$ cat src/rtl/nor_gate_bist_ctrl_pkg.sv
// Shared types and helpers for the NOR-cell BIST sequencer.
// Vector index k maps onto the cell inputs as {a,b}.
package nor_bist_pkg;

    localparam int NUM_VEC = 4;

    typedef enum logic [1:0] {
        ST_IDLE = 2'd0,
        ST_RUN  = 2'd1,
        ST_DONE = 2'd2
    } bist_state_e;

    function automatic logic nor_expected(input logic a, input logic b);
        return ~(a | b);
    endfunction

endpackage

$ cat src/rtl/nor_gate_bist_ctrl_hold_timer.sv
// Counts clocks of one vector's hold window; tc is high in the last cycle of the window.
// clr has priority over en and forces the count back to zero.
module bist_hold_timer #(
    parameter int HOLD_CYCLES = 4
) (
    input  logic clk,
    input  logic rst,
    input  logic clr,
    input  logic en,
    output logic tc
);

    localparam int CW = (HOLD_CYCLES > 1) ? $clog2(HOLD_CYCLES) : 1;
    localparam logic [CW-1:0] LAST = CW'(HOLD_CYCLES - 1);

    generate
        if (HOLD_CYCLES < 1) begin : g_bad_hold
            $error("bist_hold_timer: HOLD_CYCLES must be >= 1");
        end
    endgenerate

    logic [CW-1:0] cnt_q;
    logic [CW-1:0] cnt_d;

    always_comb begin
        tc    = en && !clr && (cnt_q == LAST);
        cnt_d = cnt_q;
        if (clr) begin
            cnt_d = '0;
        end else if (en) begin
            cnt_d = tc ? '0 : cnt_q + 1'b1;
        end
    end

    always_ff @(posedge clk or posedge rst) begin
        if (rst) begin
            cnt_q <= '0;
        end else begin
            cnt_q <= cnt_d;
        end
    end

endmodule

$ cat src/rtl/nor_gate_bist_ctrl.sv
// BIST sequencer for one cmos_nor_gate: walks {a,b} through 00,01,10,11, each held
// HOLD_CYCLES clocks, samples f at the end of each window and accumulates failures.
module nor_gate_bist_ctrl
    import nor_bist_pkg::*;
#(
    parameter int HOLD_CYCLES = 4
) (
    input  logic       clk,
    input  logic       rst,
    input  logic       start,
    output logic       dut_a,
    output logic       dut_b,
    input  logic       dut_f,
    output logic       busy,
    output logic       done,
    output logic       pass,
    output logic [2:0] err_count,
    output logic [3:0] fail_vec
);

    bist_state_e state_q, state_d;
    logic [1:0]  idx_q, idx_d;
    logic        dut_a_q, dut_a_d;
    logic        dut_b_q, dut_b_d;
    logic        busy_q, busy_d;
    logic        done_q, done_d;
    logic        pass_q, pass_d;
    logic [2:0]  err_q, err_d;
    logic [3:0]  fv_q, fv_d;
    logic        tmr_clr;
    logic        tmr_en;
    logic        tmr_tc;

    // Start is only honoured outside RUN; it also restarts the hold window.
    assign tmr_clr = start && (state_q != ST_RUN);
    assign tmr_en  = (state_q == ST_RUN);

    bist_hold_timer #(
        .HOLD_CYCLES (HOLD_CYCLES)
    ) u_hold_timer (
        .clk (clk),
        .rst (rst),
        .clr (tmr_clr),
        .en  (tmr_en),
        .tc  (tmr_tc)
    );

    always_comb begin
        state_d = state_q;
        idx_d   = idx_q;
        dut_a_d = dut_a_q;
        dut_b_d = dut_b_q;
        busy_d  = busy_q;
        done_d  = done_q;
        pass_d  = pass_q;
        err_d   = err_q;
        fv_d    = fv_q;

        case (state_q)
            ST_IDLE, ST_DONE: begin
                if (start) begin
                    state_d = ST_RUN;
                    idx_d   = 2'd0;
                    dut_a_d = 1'b0;
                    dut_b_d = 1'b0;
                    busy_d  = 1'b1;
                    done_d  = 1'b0;
                    pass_d  = 1'b0;
                    err_d   = 3'd0;
                    fv_d    = 4'd0;
                end
            end
            ST_RUN: begin
                if (tmr_tc) begin
                    // Judge the vector currently on the pins, before advancing.
                    if (dut_f != nor_expected(dut_a_q, dut_b_q)) begin
                        fv_d[idx_q] = 1'b1;
                        err_d       = err_q + 3'd1;
                    end
                    if (idx_q == 2'(NUM_VEC - 1)) begin
                        state_d = ST_DONE;
                        idx_d   = 2'd0;
                        dut_a_d = 1'b0;
                        dut_b_d = 1'b0;
                        busy_d  = 1'b0;
                        done_d  = 1'b1;
                        pass_d  = (err_d == 3'd0);
                    end else begin
                        idx_d              = idx_q + 2'd1;
                        {dut_a_d, dut_b_d} = idx_q + 2'd1;
                    end
                end
            end
            default: begin
                state_d = ST_IDLE;
                idx_d   = 2'd0;
                dut_a_d = 1'b0;
                dut_b_d = 1'b0;
                busy_d  = 1'b0;
                done_d  = 1'b0;
                pass_d  = 1'b0;
                err_d   = 3'd0;
                fv_d    = 4'd0;
            end
        endcase
    end

    always_ff @(posedge clk or posedge rst) begin
        if (rst) begin
            state_q <= ST_IDLE;
            idx_q   <= 2'd0;
            dut_a_q <= 1'b0;
            dut_b_q <= 1'b0;
            busy_q  <= 1'b0;
            done_q  <= 1'b0;
            pass_q  <= 1'b0;
            err_q   <= 3'd0;
            fv_q    <= 4'd0;
        end else begin
            state_q <= state_d;
            idx_q   <= idx_d;
            dut_a_q <= dut_a_d;
            dut_b_q <= dut_b_d;
            busy_q  <= busy_d;
            done_q  <= done_d;
            pass_q  <= pass_d;
            err_q   <= err_d;
            fv_q    <= fv_d;
        end
    end

    assign dut_a     = dut_a_q;
    assign dut_b     = dut_b_q;
    assign busy      = busy_q;
    assign done      = done_q;
    assign pass      = pass_q;
    assign err_count = err_q;
    assign fail_vec  = fv_q;

endmodule

$ cat config.mk
export PLATFORM = sky130hd
export DESIGN_NAME = nor_gate_bist_ctrl
export DESIGN_NICKNAME = d
export VERILOG_FILES = /design/src/rtl/nor_gate_bist_ctrl_pkg.sv /design/src/rtl/nor_gate_bist_ctrl_hold_timer.sv /design/src/rtl/nor_gate_bist_ctrl.sv
export SDC_FILE = /design/constraint.sdc
export NUM_CORES = 1
export LEC_CHECK = 0
export BUFFER_PORTS_ARGS = -buffer_cell sky130_fd_sc_hd__buf_2
export CAP_MARGIN = 25
export CORE_UTILIZATION = 45
export DETAILED_ROUTE_END_ITERATION = 10
export PLACE_DENSITY = 0.71
export SYNTH_ARGS = -nofsm -noshare
export SYNTH_HDL_FRONTEND = slang
export SYNTH_SLANG_ARGS = --single-unit
$ cat constraint.sdc
create_clock -name clk -period 1.3 [get_ports clk]
set_input_delay 0.13 -clock clk [delete_from_list [all_inputs] [get_ports clk]]
set_output_delay 0.13 -clock clk [all_outputs]
set_load 0.1 [all_outputs]
==> results.toml, run 1 <==
[status]
status = "finished with violations"
violations = "negative setup slack"

[route]
drtIter0Drc = 13
vias = 737
ant_nets = 0
wire_per_inst_um = 14.8
dr.pass1.iters = 4
drc = 0
via_per_inst = 5.08
wl_um = 2150

[floorplanning]
num_io_pins = 16
die_w_um = 44.4
initial_core_util = 0.507
rows = 14
fp.dieH_um = 44.4
core_area_um2 = 1590
design.die.area_um2 = 1970

[sta]
fmax_ghz = 0.668
worst-slew-pin-transition_ps = 586
rsz0062_at_grt = "true"
min_period_ps = 1500
slew_violations = 0
fin_worst_skew_ps = 11.5
fin_crit_sh = 1.15
relSlewSlack = 0.609
final-setup-viol-count = 11
tns_ps = -1250
setup_ws_ps = -197
finalHoldViolCount = 0

[power]
p_switching_uw = 1560
ir_worst_vdd_mv = 2.13
powerDensity_nw_per_um2 = 2400
sequentialPowerShare = 0.244
p_int_uw = 1500
combPwrFrac = 0.664
power_frac_clock = 0.092
leakage_uw = 0.000618
switching_share = 0.509
totalPowerFinal_uw = 3060

[clock_network]
cts-root-buf = "clkbuf_4"
clk_latency_ps = 300
cts_buffer_depth = 2
cts.sinks = 15
clkTransAtPathRegs_ps = 100
cts_max_level = 1
cts_tree = "built"
cts_made_buffers = 3

[logic_synthesis]
synth_top_family_by_area = "simple AND/OR/NAND/NOR gates"
ys_seq_area_frac = 0.464
netlist.area_leader.share = 0.464
synth_area_um2 = 808
yosys.area_share.simple = 0.183
synth_top_area_cell = "dfrtp_1"
synthTopCellsByCount = "dfrtp_1, nand2_1, nor2_1"
synth-seq-cells = 15
synth_xor_area_frac = 0.0433
synth_nets = 91
yosysMostFrequentCell = "dfrtp_1"
synth_cell_types = 27
synth_area_leaders = "dfrtp_1, ha_1, nand2_1"
synth-edff-count = 0
yosys_most_used_dff = "dfrtp_1"
synth_fa_ha_area_frac = 0.0929
syn_inst = 81
yosysWarnings = 0
muxShareOfSynthArea = 0.0263
postSynthAreaPerCell_um2 = 9.98
async_flop_share = 1.00
synth-compound-area-share = 0.147

[worst_setup_path]
crit_required_ps = 1480
reg2reg_slack_ps = -200
rr_endpoint = "err_count[1]"
critPathCaptureType = "register"
arrival_ps = 1680
cp_max_fo = 3
crit_type = "reg2reg"
r2r_start = "idx_q[1]"
r2r_cells = 6
critPathLaunchType = "register"

[worst_hold_path]
hold_end = "idx_q[1]"
min_path_cells = 2
worstHoldPathType = "in2reg"
worstHoldStart = "start"

[global_route]
gr-total-overflow = 0
antenna_found_initial = 0
use_met1 = 0.312
grt_pass1_vias = 750
grtUsageMet3 = 0.0653
met2_usage = 0.388
busiest_layer = "met2"
grt_max_degree = 16
grt.total_usage = 0.248
grt_pass1_wl_um = 3390

[layout]
drive_gt1_frac = 0.521
fin_util = 0.800
n_fill_cell = 104
diodes = 0
area_delta_synth_final_pct = 57.7
finalNetCount = 132

[placement]
place_hpwl_um = 1400
gp_congestion = 0.844
port_buffers = 15

[job]
cap_violations = 0
-- registers in the layout (all words and copies together) (netlist names) --
| name | count |
|---|---|
| done | 1 |
| state_q | 1 |
| busy | 1 |
| idx_q | 2 |
| fail_vec | 4 |
| err_count | 3 |
| u_hold_timer.cnt_q | 2 |
| pass | 1 |
-- per-layer routing --
metal  routed length (um)  part of all wire
met1                  930              0.43
met2                 1090              0.51
met3                   96             0.045
met4                   33             0.015
met5                    0                 0
-- kinds of logic (layout without fill, tap and decap cells) --
family | after synthesis | after routing
compound gates | 17 | 17
simple gates | 30 | 30
mux | 2 | 2
fa+ha+maj | 6 | 6
xor+xnor | 4 | 4
buf+inv | 7 | 47
flops | 15 | 15
-- per-stage QoR --
| step | hold WS (ps) | setup slack, ps | instance area, um^2 | std cells |
|---|---|---|---|---|
| global placement | 200 | -122 | 1110 | 135 |
| global route | 143 | -263 | 1270 | 145 |
| CTS | 148 | -161 | 1210 | 143 |
| finish | 148 | -197 | 1270 | 145 |
| floorplan | 31.3 | -317 | 852 | 81 |
| detailed placement | 226 | -166 | 1110 | 135 |
-- power groups by stage --
stage / combinational [uW] / clock [uW] / sequential, uW
after CTS: 1900 / 286 / 724
after detailed placement: 1790 / 0 / 732
after global routing: 2140 / 301 / 762
after global placement: 1770 / 0 / 725
after floorplan: 685 / 0 / 1310
final: 2040 / 281 / 749
-- how the worst max path moves through the flow --
stage                   end     start  slack (ps)  cells after the start
2_1_floorplan          pass  idx_q[0]        -320                      6
3_3_place_gp   err_count[1]  idx_q[0]        -120                      6
3_5_place_dp   err_count[1]  idx_q[0]        -170                      6
4_1_cts                pass  idx_q[1]        -160                      6
5_1_grt        err_count[1]  idx_q[0]        -260                      6
6_report       err_count[1]  idx_q[1]        -200                      6
-- what timing repair did --
item | in CTS | in global routing
gates resized for setup | 9 | 8
pin swaps | 6 | 3
hold buffers | 1 | 0
setup endpoints to repair | 12 | 11
setup buffers | 3 | 2
hold endpoints to repair | 15 | 0
-- critical path, stage by stage (launching register included) --
cell	delay (ps)
dfrtp_4	520
inv_4	80
ha_4	170
xnor2_2	110
nor2_2	170
o22ai_2	110
a32o_1	220
-- placed cells by master, fill, tap and decap left out, drive strengths merged, types with 3 or more instances in the layout --
master / synthesis / routed
ha: 6 / 6
inv: 5 / 5
or2b: 3 / 3
clkbuf: 0 / 3
buf: 2 / 37
nand2: 12 / 12
nor3: 3 / 3
nor2: 8 / 8
a21oi: 6 / 6
dfrtp: 15 / 15
-- layout make-up --
| type | count | area (um^2) | area share |
|---|---|---|---|
| multi-input cells | 59 | 497 | 0.390 |
| repair buffers | 38 | 310 | 0.243 |
| flip-flops and latches | 15 | 387 | 0.303 |
| well taps | 24 | 30.0 | 0.0236 |
| clock inverters | 1 | 5.00 | 0.00393 |
| inverters | 5 | 23.8 | 0.0186 |
| clock buffers | 3 | 22.5 | 0.0177 |
Power figures use the tool's default switching activity.
==> run 2, diff against run 1 <==
--- a/config.mk
+++ b/config.mk
@@ -5,11 +5,12 @@
 export SDC_FILE = /design/constraint.sdc
 export NUM_CORES = 1
 export LEC_CHECK = 0
+export ABC_AREA = 1
 export BUFFER_PORTS_ARGS = -buffer_cell sky130_fd_sc_hd__buf_2
 export CAP_MARGIN = 25
 export CORE_UTILIZATION = 45
 export DETAILED_ROUTE_END_ITERATION = 10
-export PLACE_DENSITY = 0.71
+export PLACE_DENSITY = 0.7
 export SYNTH_ARGS = -nofsm -noshare
 export SYNTH_HDL_FRONTEND = slang
 export SYNTH_SLANG_ARGS = --single-unit
==> run 2 against run 1 <==
Net effect:
- the flow still finishes with violations (negative setup slack)
- final cell count rose by 4.1%
- sequential cell count did not move
- clock-buffer cell count rose by 1
- synthesized area rose by 9.6%
- non-clock buffer count fell by 15
- critical path type unchanged
- largest cell class unchanged
- highest routed layer unchanged
==> results.toml, run 2 <==
[status]
status = "finished with violations"
violations = "negative setup slack"

[route]
wire_per_inst_um = 12.0
wl_um = 1810
dr.pass1.iters = 6
ant_nets = 0
via_per_inst = 4.89
vias = 738
drtIter0Drc = 18
drc = 0

[layout]
finalInstanceArea_um2 = 1210
largest_register_ffs = 4
diodes = 0
drive_gt1_frac = 0.516
n_fill_cell = 133
final_common_cell = "nand2_1"
area_delta_synth_final_pct = 36.3
finalNetCount = 137
final_cell_mix = "nand2_1, inv_1, buf_2"

[placement]
port_buffers = 15
place_hpwl_um = 1340
post_dp_cell_area_um2 = 1120
gp_congestion = 0.857

[sta]
fin_worst_skew_ps = 7.79
finalHoldViolCount = 0
setup_ws_ps = -11.1
slew_violations = 0
min_period_ps = 1310
relSlewSlack = 0.613
rsz0062_at_grt = "true"
tns_ps = -19.4
fmax_ghz = 0.763
final-setup-viol-count = 3
worst-slew-pin-transition_ps = 581
fin_crit_sh = 1.01

[worst_setup_path]
critical_path.max_stage_delay_ps = 510
critPathCaptureType = "register"
arrival_ps = 1520
critPathLaunchType = "register"
cp_max_fo = 4
crit_type = "reg2reg"
crit_required_ps = 1510
crit_chain = "inv_4 -> ha_4 -> inv_2 -> nand2_4 -> nand2_4 -> nor2_4 -> nand2_2 -> a21oi_2"
cp_common_cell = "nand2_4"
cp_slowest_cell = "dfrtp_4"

[clock_network]
cts.sinks = 15
clkTransAtPathRegs_ps = 90
cts_max_level = 1
cts_buffer_depth = 2
cts_made_buffers = 3
cts-root-buf = "clkbuf_4"
cts_tree = "built"
clk_latency_ps = 290

[global_route]
grt_pass1_wl_um = 2900
grt.total_usage = 0.200
grt_max_degree = 16
grt_pass1_vias = 654
antenna_found_initial = 0
gr-total-overflow = 0

[logic_synthesis]
syn_inst = 99
synth_nets = 109
synth_area_leaders = "dfrtp_1, nand2_1, ha_1"
netlist.area_leader.share = 0.424
async_flop_share = 1.00
yosysMostFrequentCell = "nand2_1"
postSynthAreaPerCell_um2 = 8.95
synth_top_area_cell = "dfrtp_1"
synthTopCellsByCount = "nand2_1, inv_1, dfrtp_1"
ys_seq_area_frac = 0.424
synth-seq-cells = 15
synth-edff-count = 0
yosysWarnings = 0
synth_cell_types = 20
synth_area_um2 = 886
yosys_most_used_dff = "dfrtp_1"

[floorplanning]
initial_core_util = 0.497
fp.dieH_um = 46.4
rows = 15
design.die.area_um2 = 2150
core_area_um2 = 1780
num_io_pins = 16
die_w_um = 46.4

[job]
cap_violations = 0

[worst_hold_path]
worstHoldPathType = "in2reg"
==> run 2: cell types whose count changed in the layout (fill, tap and decap cells not counted), moves of 3 or more <==
cell     before  now
nand3_1       1    8
o21ai_0       1    4
inv_2         0    4
nor2_1        7    1
a21oi_1       6    3
inv_1         3   13
nand3_2       0    4
nand2_1      12   15
o21ai_2       0    4
nand2_2       0    6
buf_4        23    7
==> run 2: final cells by class <==
cell class | instances | area, um^2 | area share
Clock buffer | 4 | 26.3 | 0.0218
Inverter | 20 | 85.1 | 0.0705
Multi-Input combinational cell | 64 | 487 | 0.403
Sequential cell | 15 | 390 | 0.323
Tap cell | 25 | 31.3 | 0.0259
Timing Repair Buffer | 23 | 188 | 0.155
==> run 2: cell families (layout without fill, tap and decap cells) <==
logic type	after synthesis	in the layout	share of synthesized area
and+or+nand+nor	45	45	0.305
buffers and inverters	20	47	0.0904
DFF	15	15	0.424
AOI/OAI and AO/OA	13	13	0.0960
adders and majority gates	6	6	0.0847
==> run 2: repair_timing <==
action,4_1_cts,5_1_grt
hold endpoints to repair,15,0
endpoints found under the setup margin,5,10
pin swaps,1,4
setup buffers,1,0
resized for setup,6,8
hold buffers,1,0
==> run 2: worst paths after layout <==
check | startpoint | end | slack [ps] | depth (start not counted)
max in group asynchronous | rst | done | 420 | 3
hold reg to reg | u_hold_timer.cnt_q[0] | u_hold_timer.cnt_q[0] | 500 | 1
min in group asynchronous | rst | fail_vec[3] | 440 | 3
setup reg to reg | idx_q[1] | fail_vec[1] | -10 | 8
hold / removal | start | u_hold_timer.cnt_q[0] | 140 | 4
setup / recovery | idx_q[1] | fail_vec[1] | -10 | 8
==> run 2: layer usage <==
metal	part of all wire	vias up	wire, um	track usage
met1	0.45	346	819	0.243
met2	0.49	20	893	0.322
met5	0	-	0	0
li1	-	370	-	-
met3	0.044	2	80	0.0588
met4	0.0066	0	12	0.0882
==> run 2: stage by stage <==
step / std cells / hold slack, ps / setup WS [ps] / util
6_report: 151 / 139 / -11.1 / 0.677
5_1_grt: 151 / 185 / -101 / 0.677
4_1_cts: 151 / 135 / -13.4 / 0.663
3_5_place_dp: 145 / 216 / -45.4 / 0.627
3_3_place_gp: 145 / 222 / 5.99 / 0.627
2_1_floorplan: 99 / 31.3 / -178 / -
==> run 2: worst max-delay path, delay by kind of cell (launching register included) <==
family,cells,cell delay [ps]
adders and majority gates,1,140
AOI/OAI and AO/OA,1,140
and+or+nand+nor,4,310
DFF,1,510
buffers and inverters,2,140
Power of run 2 is left out: the tool's default activity adds up to more than one toggle a clock period on the data nets, which glitch-free logic cannot reach.
